[src/rtl/encoder83_debounce.sv]
// rtl/encoder83_debounce.sv - 8-to-3 encoder with synchroniser, debounce, valid/ack handshake and release detection; optional multi-line error via ENCODER83_MULTI_ERR_EN
module encoder83_debounce #(
    parameter int unsigned DEBOUNCE_CYCLES = 4
) (
    input  logic       i_clk,
    input  logic       i_rst,
    input  logic [7:0] i_y,
    input  logic       i_opt,
    input  logic       i_ack,
    output logic [2:0] o_sel,
    output logic       o_valid,
    output logic       o_err
);

    localparam logic [1:0] ST_IDLE   = 2'd0;
    localparam logic [1:0] ST_SETTLE = 2'd1;
    localparam logic [1:0] ST_PEND   = 2'd2;
    localparam logic [1:0] ST_HOLD   = 2'd3;

    // Terminal count: the candidate has been seen DEBOUNCE_CYCLES times in a row
    localparam logic [7:0] CNT_LAST = 8'(DEBOUNCE_CYCLES - 1);

    logic [7:0] sync1_q;
    logic [7:0] sync2_q;
    logic [7:0] act;

    logic [1:0] state_q, state_d;
    logic [7:0] cnt_q, cnt_d;
    logic [7:0] cand_q, cand_d;
    logic [2:0] sel_q, sel_d;
    logic       valid_q, valid_d;

    // Lowest set bit wins when several lines are active at once
    function automatic logic [2:0] lowest_index(input logic [7:0] v);
        logic [2:0] idx;
        idx = 3'd0;
        for (int i = 7; i >= 0; i--) begin
            if (v[i]) begin
                idx = 3'(i);
            end
        end
        return idx;
    endfunction

    // Two-flop synchroniser; reset loads the idle level so no phantom press appears
    always_ff @(posedge i_clk) begin
        if (i_rst) begin
            sync1_q <= {8{~i_opt}};
            sync2_q <= {8{~i_opt}};
        end else begin
            sync1_q <= i_y;
            sync2_q <= sync1_q;
        end
    end

    // Normalise polarity so a 1 always means "line active"
    assign act = i_opt ? sync2_q : ~sync2_q;

`ifdef ENCODER83_MULTI_ERR_EN
    logic err_q, err_d;

    // More than one bit set in the candidate vector
    function automatic logic multi_line(input logic [7:0] v);
        return (v & (v - 8'd1)) != 8'd0;
    endfunction
`endif

    // Next-state logic for the press/settle/pending/release sequence
    always_comb begin
        state_d = state_q;
        cnt_d   = cnt_q;
        cand_d  = cand_q;
        sel_d   = sel_q;
        valid_d = valid_q;
`ifdef ENCODER83_MULTI_ERR_EN
        err_d   = 1'b0;
`endif
        case (state_q)
            ST_IDLE: begin
                if (act != 8'd0) begin
                    cand_d  = act;
                    cnt_d   = 8'd1;
                    state_d = ST_SETTLE;
                end
            end
            ST_SETTLE: begin
                if (act == 8'd0) begin
                    state_d = ST_IDLE;
                end else if (act != cand_q) begin
                    // Bounce onto a different line restarts the count
                    cand_d = act;
                    cnt_d  = 8'd1;
                end else if (cnt_q < CNT_LAST) begin
                    cnt_d = cnt_q + 8'd1;
                end else begin
`ifdef ENCODER83_MULTI_ERR_EN
                    if (multi_line(cand_q)) begin
                        // Reject the chord and wait for a full release
                        err_d   = 1'b1;
                        cnt_d   = 8'd0;
                        state_d = ST_HOLD;
                    end else begin
                        sel_d   = lowest_index(cand_q);
                        valid_d = 1'b1;
                        state_d = ST_PEND;
                    end
`else
                    sel_d   = lowest_index(cand_q);
                    valid_d = 1'b1;
                    state_d = ST_PEND;
`endif
                end
            end
            ST_PEND: begin
                // Code is frozen until the consumer acknowledges it
                if (i_ack) begin
                    valid_d = 1'b0;
                    cnt_d   = 8'd0;
                    state_d = ST_HOLD;
                end
            end
            ST_HOLD: begin
                // Require a debounced release so a held key is reported only once
                if (act != 8'd0) begin
                    cnt_d = 8'd0;
                end else if (cnt_q < CNT_LAST) begin
                    cnt_d = cnt_q + 8'd1;
                end else begin
                    state_d = ST_IDLE;
                end
            end
            default: begin
                state_d = ST_IDLE;
            end
        endcase
    end

    // State and output registers; reset wins in every state
    always_ff @(posedge i_clk) begin
        if (i_rst) begin
            state_q <= ST_IDLE;
            cnt_q   <= 8'd0;
            cand_q  <= 8'd0;
            sel_q   <= 3'd0;
            valid_q <= 1'b0;
        end else begin
            state_q <= state_d;
            cnt_q   <= cnt_d;
            cand_q  <= cand_d;
            sel_q   <= sel_d;
            valid_q <= valid_d;
        end
    end

`ifdef ENCODER83_MULTI_ERR_EN
    // One-cycle error pulse register
    always_ff @(posedge i_clk) begin
        if (i_rst) begin
            err_q <= 1'b0;
        end else begin
            err_q <= err_d;
        end
    end

    assign o_err = err_q;
`else
    assign o_err = 1'b0;
`endif

    assign o_sel   = sel_q;
    assign o_valid = valid_q;

endmodule

[config.mk]
export PLATFORM = sky130hd
export DESIGN_NAME = encoder83_debounce
export DESIGN_NICKNAME = d
export VERILOG_FILES = /design/src/rtl/encoder83_debounce.sv
export SDC_FILE = /design/constraint.sdc
export NUM_CORES = 1
export LEC_CHECK = 0
export BUFFER_PORTS_ARGS = -buffer_cell sky130_fd_sc_hd__buf_4
export CORE_MARGIN = 2
export CORE_UTILIZATION = 55
export CTS_CLUSTER_DIAMETER = 60
export DETAILED_ROUTE_END_ITERATION = 8
export PLACE_DENSITY = 0.8
export SLEW_MARGIN = 25
export SYNTH_ARGS = -nofsm -noshare
export SYNTH_HDL_FRONTEND = slang
export SYNTH_SLANG_ARGS = --single-unit
export TNS_END_PERCENT = 20
[constraint.sdc]
create_clock -name i_clk -period 2.6 [get_ports i_clk]
set_clock_uncertainty 0.15 [all_clocks]
set_input_delay 0.78 -clock i_clk [delete_from_list [all_inputs] [get_ports i_clk]]
set_output_delay 0.78 -clock i_clk [all_outputs]
set_load 0.05 [all_outputs]
==> results.md <==
* CTS resizes at 0
* NetSw at roughly 340 µW
* Clock-pin slew on the worst setup and hold paths at about 100 ps
* Comb power frac at approximately 16%
* Design area at 2170 µm²
* Worst-path cell with the longest stage delay: mux2i_1
* CP Class: primary input to flip-flop
* Commonest non-fill, non-tap cells in the layout: 38 x dfxtp_1, 24 x inv_1, 19 x buf_4
* Die area at 4140 µm²
* Slew @ Worst Pin at 569 ps
* Core region area at 3420 µm²
* Pre-antenna DRT Iters at 4
* Post-place setup slack at 74.5 ps
* CTS Hold Bufs at 0
* Max frequency at ~450 MHz
* RSZ-0062 raised after global routing: false
* Seq pwr share at 58.4%
* CTS max path bufs at 2
* VDD IR max at 0.401 mV
* GRT Total Usage at between 20 and 25%
* CTS sink cnt at 38
* Row count at 21
* Worst setup margin at ~400 ps
* Die Ht at 64.4 µm
* Layout net count at 251
* Io pins at 17
* Final Wtd Congestion at around 1
* Fraction of layout instances using a drive strength above 1 at ~14%
* Ys flop type: dfxtp_1
* Post-synth cell types at 48
* Hold slack at 290 ps
* Switching share of power at around 29%
* Post-placement cell area at between 2000 and 2500 µm²
* Die width at 64.4 µm
* Clk network pwr share at about a quarter
* # diodes at 0
* Initial antenna violation count at 0
* Number of synthesized flops with an enable pin at 0
* Synthesis-to-finish area growth at 8.05%
* Final Hold Viols at 0
* DR vias/cell at ~5.7
* Synthesized area per cell at 8.75 µm²
* Root buffer cell: clkbuf_4
* Post-DRT Antenna Nets at 0
* Fill count at 309
* Total setup buffers inserted after CTS at 0
* Worst EP arrival at about 2300 ps
* Static Leakage at 0.000916 µW
* CP bufs+invs at 1
* Hold Crit Class: flip-flop to flip-flop
* Worst skew pair latency at approximately 350 ps
* #FFs+latches synth at 38
* Total gr overflow at 0
* Worst path max stage delay at 460 ps
* Initial Util at 58.7%
* CP max FO at 8
* CTS HTree Levels at 2
* Post-route insts no fill at 285
* Final setup vio count at 0
* Setup crit end kind: flip-flop
* Post-Route WL at 3900 µm
* Max cap viols at 0
* CP Launch Type: primary input
* Tmin final at around 2200 ps
* Power Density at 531 nW/µm²
* Critical Path RT at 2680 ps
* DR DRC count at 0
* Largest net degree at the start of global routing at 34
* CP top delay family: compound AO/OA/AOI/OAI gates
* Slew Limit Headroom at between 60% and 70%
* Status: finished clean
* Slew Limit Fails at 0
* Hpwl dp at approximately 2800 µm
* Syn Nets at around 240
* Wire length per cell at around 14 µm
* Syn Inst Count at approximately 230
* Synth async-reset ratio at 0%
* CTS tree: done
* Synth warn at 0
* Iteration-0 DRC Markers at 95
* Routed via count at 1611
* Cells after DPL at 277
* Global-route wire length before repair at 7000 µm
* Commonest non-fill, non-tap cell in the layout: dfxtp_1
* Crit path cell chain: buf_4 > and4b_1 > mux2i_1 > o21ai_1 > o31ai_1 > a21oi_1
* Internal at 813 µW
* CTS buffer count at 5
* I/O Buffers at 15
* Synthesized cell area at approximately 2000 µm²
* Seq/Total Area, Yosys at a little under two fifths
* Final setup TNS at 0 ps
* Final period util at between 80 and 90%
* Vias in the first global route at 1557
-- power groups by stage --
stage               Sequential, µW  Clock, µW  Combinational (µW)
CTS                            671        300                 183
detailed placement             684          0                 181
global route                   678        330                 209
finish                         671        294                 184
floorplan                      656          0                 166
global placement               683          0                 177
-- registers in the layout, indices dropped and copies added (netlist names), named ones only --
name / cells
o_valid: 1
sync1_q: 8
cand_q: 8
state_q: 1
o_sel: 3
sync2_q: 8
cnt_q: 8
-- cell usage after synthesis, types with 2 or more instances --
library cell,n,area (µm²)
clkbuf_2,2,10.0
o21a_1,3,22.5
inv_1,24,90.1
nor4b_2,2,30.0
nand3_1,4,20.0
nand4_1,12,75.1
o31ai_1,9,67.6
o211ai_1,3,22.5
buf_6,2,22.5
buf_4,3,22.5
nor3_1,6,30.0
nand2_1,5,18.8
dfxtp_1,38,761
and4_1,2,17.5
a21oi_1,10,50.1
xor2_1,8,70.1
o21ai_1,2,10.0
nor4_1,4,25.0
nand2b_1,3,18.8
clkbuf_1,9,33.8
xnor2_1,16,140
nor2_1,11,41.3
a21boi_1,6,45.0
and4b_1,2,20.0
o21ai_0,16,80.1
mux2i_1,5,50.1
-- layer usage --
layer,track usage (%),wire length (µm),vias to the layer above
li1,-,-,825
met1,28.7,1810,734
met2,34.8,1800,43
met3,4.40,214,9
met4,10.6,79,0
met5,0,0,-
-- tightest hold or removal path: cells and delay by family, from the launching register on --
kind,cells,cell delay (ps)
buf+inv,1,40
flops,1,310
compound gates,1,60
-- kinds of logic (layout without fill, tap and decap cells) --
| group | count (synthesis) | in the layout | synth area share [%] |
|---|---|---|---|
| AO/OA/AOI/OAI | 61 | 61 | 21.5 |
| XOR/XNOR | 24 | 24 | 10.5 |
| adder cells (fa/ha/maj) | 1 | 1 | 0.624 |
| buffers and inverters | 41 | 51 | 9.18 |
| flip-flops | 38 | 38 | 38.0 |
| multiplexers | 5 | 5 | 2.50 |
| other | 1 | 1 | 0.187 |
| AND/OR/NAND/NOR | 58 | 58 | 17.5 |
-- area by class of cell --
class                   instances  area, µm²  area share, %
inverters                      24       90.1           4.16
multi-input cells             150       1060           48.9
well taps                      46       57.6           2.66
clock inverters                 2       13.8          0.635
flip-flops and latches         38        761           35.1
clock buffers                   6       41.3           1.91
repair buffers                 19        143           6.59
-- stage by stage --
stage,util (%),total power (µW)
2_1_floorplan,-,822
3_3_place_gp,61.8,861
3_5_place_dp,61.8,865
4_1_cts,63.4,1150
5_1_grt,63.4,1220
6_report,63.4,1150
-- path summary, 6_finish.rpt --
kind               from          to  slack (ps)  cells after the start
max               i_opt   cand_q[4]         400                      6
min          sync1_q[1]  sync2_q[1]         290                      2
max reg2reg    cnt_q[0]    cnt_q[0]         430                      6
min reg2reg  sync1_q[1]  sync2_q[1]         290                      2
(Power assumes the default switching activity.)
